<file path="src/rtl/apb_master_bridge.sv">
`default_nettype none
// ----------------------------------------------------------------------------
//  Module   : apb_master_bridge
//  Purpose  : Bridges the core req/gnt/rvalid data bus onto APB as the sole
//             initiator. One outstanding request at a time. A programmable
//             watchdog aborts transfers whose slave never asserts pready.
//  Revision : 1.0 - initial release
// ----------------------------------------------------------------------------
module apb_master_bridge #(
   parameter int ADDR_W  = 32,
   parameter int DATA_W  = 32,
   parameter int TIMEOUT = 255
) (
   input  logic                pclk,
   input  logic                prstn,
   // core-side request/response
   input  logic                req_i,
   input  logic                we_i,
   input  logic [DATA_W/8-1:0] be_i,
   input  logic [ADDR_W-1:0]   addr_i,
   input  logic [DATA_W-1:0]   wdata_i,
   output logic                gnt_o,
   output logic                rvalid_o,
   output logic [DATA_W-1:0]   rdata_o,
   output logic                err_o,
   // APB initiator
   output logic                psel,
   output logic                penable,
   output logic                pwrite,
   output logic [ADDR_W-1:0]   paddr,
   output logic [DATA_W-1:0]   pwdata,
   output logic [DATA_W/8-1:0] pstrb,
   input  logic [DATA_W-1:0]   prdata,
   input  logic                pready,
   input  logic                pslverr
);

   // Watchdog counter is at least one bit wide so TIMEOUT=0 still elaborates.
   localparam int                CNT_W     = (TIMEOUT > 0) ? $clog2(TIMEOUT + 1) : 1;
   localparam logic [CNT_W-1:0]  CNT_LIMIT = CNT_W'(TIMEOUT);

   typedef enum logic [1:0] {
      IDLE   = 2'd0,
      SETUP  = 2'd1,
      ACCESS = 2'd2
   } state_t;

   state_t                state_q, state_d;
   logic [CNT_W-1:0]      count_q, count_d;
   logic                  pwrite_q, pwrite_d;
   logic [ADDR_W-1:0]     paddr_q, paddr_d;
   logic [DATA_W-1:0]     pwdata_q, pwdata_d;
   logic [DATA_W/8-1:0]   pstrb_q, pstrb_d;
   logic                  rvalid_q, rvalid_d;
   logic [DATA_W-1:0]     rdata_q, rdata_d;
   logic                  err_q, err_d;

   logic [CNT_W-1:0]      cnt_inc;
   logic                  expire;

   // Watchdog fires on the stalled ACCESS cycle that would bring the count to TIMEOUT.
   assign cnt_inc = count_q + CNT_W'(1);
   assign expire  = (TIMEOUT != 0) && (cnt_inc == CNT_LIMIT);

   // Next-state, APB attribute latching and response generation.
   always_comb begin
      state_d  = state_q;
      count_d  = count_q;
      pwrite_d = pwrite_q;
      paddr_d  = paddr_q;
      pwdata_d = pwdata_q;
      pstrb_d  = pstrb_q;
      rvalid_d = 1'b0;
      rdata_d  = rdata_q;
      err_d    = err_q;
      gnt_o    = 1'b0;

      case (state_q)
         IDLE: begin
            gnt_o = req_i;
            if (req_i) begin
               if (we_i && (be_i == '0)) begin
                  // Write with no lanes enabled completes locally without touching APB.
                  rvalid_d = 1'b1;
                  rdata_d  = '0;
                  err_d    = 1'b0;
               end else begin
                  state_d  = SETUP;
                  count_d  = '0;
                  pwrite_d = we_i;
                  paddr_d  = {addr_i[ADDR_W-1:2], 2'b00};
                  pwdata_d = wdata_i;
                  pstrb_d  = we_i ? be_i : '0;
               end
            end
         end

         SETUP: begin
            state_d = ACCESS;
         end

         ACCESS: begin
            if (pready) begin
               rvalid_d = 1'b1;
               rdata_d  = pwrite_q ? '0 : prdata;
               err_d    = pslverr;
               state_d  = IDLE;
            end else if (expire) begin
               rvalid_d = 1'b1;
               rdata_d  = '0;
               err_d    = 1'b1;
               count_d  = cnt_inc;
               state_d  = IDLE;
            end else if (count_q != '1) begin
               count_d = cnt_inc;
            end
         end

         default: begin
            state_d = IDLE;
         end
      endcase
   end

   // State and datapath registers with asynchronous active-low reset.
   always_ff @(posedge pclk or negedge prstn) begin
      if (!prstn) begin
         state_q  <= IDLE;
         count_q  <= '0;
         pwrite_q <= 1'b0;
         paddr_q  <= '0;
         pwdata_q <= '0;
         pstrb_q  <= '0;
         rvalid_q <= 1'b0;
         rdata_q  <= '0;
         err_q    <= 1'b0;
      end else begin
         state_q  <= state_d;
         count_q  <= count_d;
         pwrite_q <= pwrite_d;
         paddr_q  <= paddr_d;
         pwdata_q <= pwdata_d;
         pstrb_q  <= pstrb_d;
         rvalid_q <= rvalid_d;
         rdata_q  <= rdata_d;
         err_q    <= err_d;
      end
   end

   // psel/penable decode straight from state so reset removes them immediately.
   assign psel     = (state_q != IDLE);
   assign penable  = (state_q == ACCESS);
   assign pwrite   = pwrite_q;
   assign paddr    = paddr_q;
   assign pwdata   = pwdata_q;
   assign pstrb    = pstrb_q;
   assign rvalid_o = rvalid_q;
   assign rdata_o  = rdata_q;
   assign err_o    = err_q;

endmodule
`default_nettype wire

</file>
<file path="config.mk">
export PLATFORM = sky130hd
export DESIGN_NAME = apb_master_bridge
export DESIGN_NICKNAME = d
export VERILOG_FILES = /design/src/rtl/apb_master_bridge.sv
export SDC_FILE = /design/constraint.sdc
export NUM_CORES = 1
export LEC_CHECK = 0
export CORE_UTILIZATION = 41
export DETAILED_ROUTE_END_ITERATION = 7
export PLACE_DENSITY = 0.8
export SETUP_SLACK_MARGIN = 0.05
export SLEW_MARGIN = 25
export SYNTH_ARGS = -nofsm -noshare
export SYNTH_HDL_FRONTEND = slang
export SYNTH_SLANG_ARGS = --single-unit
</file>
<file path="constraint.sdc">
create_clock -name pclk -period 2.3 [get_ports pclk]
set_input_delay 0.46 -clock pclk [delete_from_list [all_inputs] [get_ports pclk]]
set_output_delay 0.46 -clock pclk [all_outputs]
set_load 0.05 [all_outputs]
</file>
# Word-level counts from Yosys, hierarchy flattened
# Index checks and enable logic that the tools add are counted.
# op_classes
addsub,1
n_reduce_logical,9
bitwise_logic,1
eq_ne,10
n_mux,29
# ops
cell,count
$mux W32,5
$pmux W32 S2,1
$mux W8,5
$pmux W8 S2,1
$mux W1,9
$add A8 B1 Y8 const B,1
$eq A8 B8 Y1 const B,1
$mux W2,4
$ne A2 B2 Y1 const B,4
$ne A8 B8 Y1 const B,1
$ne A3 B1 Y1 const B,2
$pmux W2 S3,1
$reduce_and A3 Y1,2
$reduce_and A5 Y1,1
$logic_not A4 Y1,1
$mux W4,1
$pmux W1 S2,2
$reduce_and A4 Y1,1
$reduce_bool A2 Y1,2
$eq A2 B1 Y1 const B,1
$eq A2 B2 Y1 const B,1
$logic_not A2 Y1,1
$logic_and A1 B1 Y1,1
$not A1 Y1,1
# totals
out_inout_bits,106
register_bits,111

# Logic depth before layout (Yosys ltp)
# logic_depth
depth_word,5
ltp_mapped,7

# Worst setup path before layout
# No wires, ideal clock.
# synth_path
path_kind,register -> register
startpoint,reg state_q[1]
endpoint,reg paddr_q[27] (netlist: paddr[27])
required_time_ns,2.175
synth_period_minus_slack_ns,2.373
arrival_ns,2.248
setup_time_ns,0.125
stages_incl_launch_ff,7
path_buffers,3
setup_slack_ns,-0.073
cell_sequence,dfrtp_1 -> nor3b_2 -> o31a_1 -> buf_2 -> buf_4 -> buf_6 -> mux2_2
# synth_between
elab_chain_len,2
# synth_rtl
element,line,rtl
"start, declared",48,"state_t state_q, state_d;"
"start signal, assigned",138,state_q <= state_d;
$logic_not A2 Y1,78,case (state_q)
$reduce_and A3 Y1 (no source line),-,
"end signal, assigned",141,paddr_q <= paddr_d;
"end, declared",51,"logic [ADDR_W-1:0] paddr_q, paddr_d;"
# No other way between the ends.
# A chain may end at the register's enable or synchronous reset.

# Worst setup path after layout
# layout_path
startpoint,in be_i[0]
endpoint,reg rdata_q[2] (netlist: rdata_o[2])
# layout_between
elab_chain_len,4
# layout_rtl
element,line,rtl
"start, declared",19,"input logic [DATA_W/8-1:0] be_i,"
$logic_not A4 Y1,82,if (we_i && (be_i == '0)) begin
$logic_and A1 B1 Y1,82,
$ne A2 B2 Y1 (no source line),-,
$reduce_and A4 Y1 (no source line),-,
"end signal, assigned",145,rdata_q <= rdata_d;
"end, declared",55,"logic [DATA_W-1:0] rdata_q, rdata_d;"
# No other way between the ends.

==> metrics.md <==
| Metric | Value |
|---|---|
| RSZ-0062 raised after global routing | false |
| Vias per std cell | about 5.0 |
| Vias in the first global route | between 3k and 4k |
| Reg power frac | between 20% and 30% |
| Synthesized area per cell | 14.5 µm² |
| Die height | ~100 µm |
| Clock Tree Buf Depth | 2 |
| All-Layer GR Usage | a little under a fifth |
| Number of max-cap violations | 0 |
| Fin. Hold Viols | 0 |
| DRT antenna net count | 0 |
| DRC viols | 0 |
| WP data required | between 2 and 3 ns |
| Yosys warns | 0 |
| Mapped Area | around 4300 µm² |
| Slew Viols, Final | 0 |
| CP endpoint kind | flip-flop |
| Final period utilization | 89.7% |
| Largest net degree at the start of global routing | 70 |
| Register area share after synthesis | 63.9% |
| Crit Path Max Fanout | 34 |
| Netlist cell types | 40 |
| CP Class | in -> reg |
| GP Congestion | approximately 0.84 |
| Post-synth EDFFs | 0 |
| Initial DRC count | 120 |
| Port bufs | a little over 200 |
| Grt ovf | 0 |
| #FFs+latches synth | between 100 and 150 |
| Switching power | between 0.005 and 0.006 W |
| CP cell instances | clkdlybuf4s50_1 > or3_4 > o41ai_2 > a22oi_2 > buf_12 > a22o_1 |
| Share of flip-flops with an asynchronous set or reset | between 90% and 100% |
| Setup TNS Final | 0 ns |
| Num rows | 37 |
| VDD IR max | around 0.0011 V |
| Least-Margin Pin Slew | 0.548 ns |
| Startpoint types | input pin |
| Fin area | a little under 7000 µm² |
| First-pass GRT wire length | roughly 16000 µm |
| Post-DP HPWL | between 7000 and 8000 µm |
| Relative slew slack | 63.3% |
| Final Skew | around 0.01 ns |
| Htree depth | 3 |
| Initial Util | between 40% and 50% |
| Nets | 621 |
| Clock Sinks | between 100 and 150 |
| 1st-pass router iterations | 4 |
| Post-Syn Instances | 300 |
| Initial antenna violation count | 0 |
| Utilization after layout | 66.7% |
| Critical-path top delay cell | clkdlybuf4s50_1 |
| Ports | 212 |
| Diodes inserted | 0 |
| Fraction of layout cells with a size suffix above 1 | around 20% |
| CP arrival | ~2.3 ns |
| Fin Hold WS | 0.507 ns |
| Die W | 105 µm |
| Primary FF master, synth | dfrtp_1 |
| Area after DPL | 6630 µm² |
| Via Count | between 3k and 4k |
| Status | complete, no violations |
| Net switching fraction of the power | a little under half |
| WL final | between 10000 and 15000 µm |
| Clk slew on worst S/H paths | approximately 0.10 ns |
| Root Buffer | clkbuf_8 |
| Clock share of power | a little over a tenth |
| F_max | between 400 and 500 MHz |
| Setup ws final | 0.238 ns |
| CTS tree | done |
| Pwr Density | roughly 1700 nW/µm² |
| Setup Fix Bufs, Post-CTS | 0 |
| Place WS | -0.135 ns |
| Minimum clock period | just over 2 ns |
| CP max stage delay | between 0.4 and 0.5 ns |
| P_leak | 2.90 nW |
| Hold WC Path Type | reg -> reg |
| Power Internal | between 0.006 and 0.007 W |
| CTS Buf Count | 9 |
| Clk_lat worst skew | roughly 0.35 ns |
| Combinational fraction of design power | between 50% and 60% |
| WL per Instance | approximately 16 µm |
| Syn-to-layout area delta | 57.8% |
| Core ar. | ~10000 µm² |
| Die area | about 11000 µm² |
| Final setup violation count | 0 |
-- state kept, by name, indices dropped and copies added, names as in the netlist --
name      count
count_q       8
pwdata       32
rvalid_o      1
paddr        30
pstrb         4
pwrite        1
rdata_o      32
state_q       2
err_o         1
-- Yosys cell counts, drive strengths merged, types with 2 or more instances --
| cell type | instances | area share (%) |
|---|---|---|
| a22o | 32 | 6.4 |
| o22ai | 2 | 0.29 |
| nor3b | 2 | 0.46 |
| a31oi | 5 | 0.72 |
| a41oi | 2 | 0.40 |
| a22oi | 2 | 0.35 |
| and3 | 3 | 0.43 |
| clkbuf | 4 | 0.35 |
| buf | 14 | 2.1 |
| nor3 | 2 | 0.23 |
| xnor2 | 2 | 0.40 |
| mux2 | 64 | 17 |
| nand2 | 7 | 0.60 |
| ha | 2 | 0.58 |
| or2 | 2 | 0.29 |
| nand3 | 8 | 0.92 |
| a21oi | 2 | 0.23 |
| dfrtp | 111 | 64 |
| o21ai | 8 | 0.92 |
| inv | 11 | 0.95 |
-- layout make-up --
cell class	count	area [µm²]
fill	803	3420
sequential	111	2780
timing repair buffer	219	2210
multi-input combinational	161	1440
tap	136	170
clock buffer	10	138
clock inverter	6	83.8
inverter	11	41.3
-- cells by family (layout without fill, tap and decap cells) --
logic type                 after synthesis  count (layout)  synth area share, %
muxes                                   64              64                 16.7
adders and majority gates                2               2                0.576
other                                    1               2               0.0863
xor gates and xnor gates                 2               2                0.403
AOI/OAI and AO/OA                       59              59                 10.7
DFF                                    111             111                 63.9
and+or+nand+nor                         32              32                 4.26
buffers and inverters                   29             246                 3.37
-- cell usage in the layout, fill, tap and decap left out, types with 2 or more instances in the layout --
cell | netlist | layout
a21oi_1 | 2 | 2
a22o_1 | 32 | 32
a31oi_1 | 5 | 5
a41oi_1 | 2 | 2
and3_1 | 3 | 3
buf_12 | 0 | 4
buf_4 | 3 | 10
bufinv_16 | 0 | 2
clkbuf_8 | 0 | 10
clkdlybuf4s50_1 | 0 | 203
clkinv_2 | 0 | 3
conb_1 | 1 | 2
dfrtp_1 | 111 | 111
ha_1 | 2 | 2
inv_1 | 11 | 11
mux2_2 | 63 | 63
nand2_1 | 7 | 7
nand3_1 | 8 | 8
o21ai_0 | 8 | 8
o22ai_1 | 2 | 2
xnor2_1 | 2 | 2
-- what timing repair did --
| item | 4_1_cts | 5_1_grt |
|---|---|---|
| resized for setup | 1 | 0 |
| hold buffers | 1 | 0 |
| setup endpoints to repair | 1 | 0 |
| hold endpoints to repair | 20 | 0 |
-- metal layers --
layer  track usage, %  up-vias  wire (µm)  part of all wire [%]
li1                 -     1515          -                     -
met1             24.4     1580       4480                    43
met2             31.5      147       4950                    48
met3             4.24       13        714                   6.9
met4             7.85        0        178                   1.7
met5                0        -          0                     0
-- per-stage QoR --
stage | total power, W | instances
after global routing | 0.0119 | 654
after floorplan | 0.00778 | 301
final | 0.0114 | 654
after global placement | 0.0101 | 637
after detailed placement | 0.0102 | 637
after CTS | 0.0115 | 654
-- power groups by stage --
stage	Clock, W	Combinational [W]	Sequential (W)
finish	0.00125	0.00677	0.00337
global route	0.00136	0.00699	0.00349
CTS	0.00130	0.00681	0.00337
detailed placement	0	0.00681	0.00339
global placement	0	0.00673	0.00335
floorplan	0	0.00133	0.00644
-- worst max-delay path: cells and delay by family --
kind | cells | cell delay [ns]
AND/OR/NAND/NOR | 1 | 0.41
AO/OA/AOI/OAI | 3 | 0.79
buffers and inverters | 2 | 0.62
-- worst paths after layout --
kind | from | to | slack [ns] | cells past startpoint
worst max-delay path | be_i[0] | rdata_o[2]$_DFFE_PN0P_ | 0.24 | 6
worst max register to register | state_q[1]$_DFFE_PN0P_ | count_q[1]$_DFFE_PN0P_ | 0.44 | 4
worst min register to register | count_q[7]$_DFFE_PN0P_ | count_q[7]$_DFFE_PN0P_ | 0.51 | 1
max in group asynchronous | prstn | rdata_o[8]$_DFFE_PN0P_ | 1.03 | 3
worst min-delay path | count_q[7]$_DFFE_PN0P_ | count_q[7]$_DFFE_PN0P_ | 0.51 | 1
min in group asynchronous | prstn | state_q[1]$_DFFE_PN0P_ | 0.59 | 2
(Power assumes the default switching activity.)
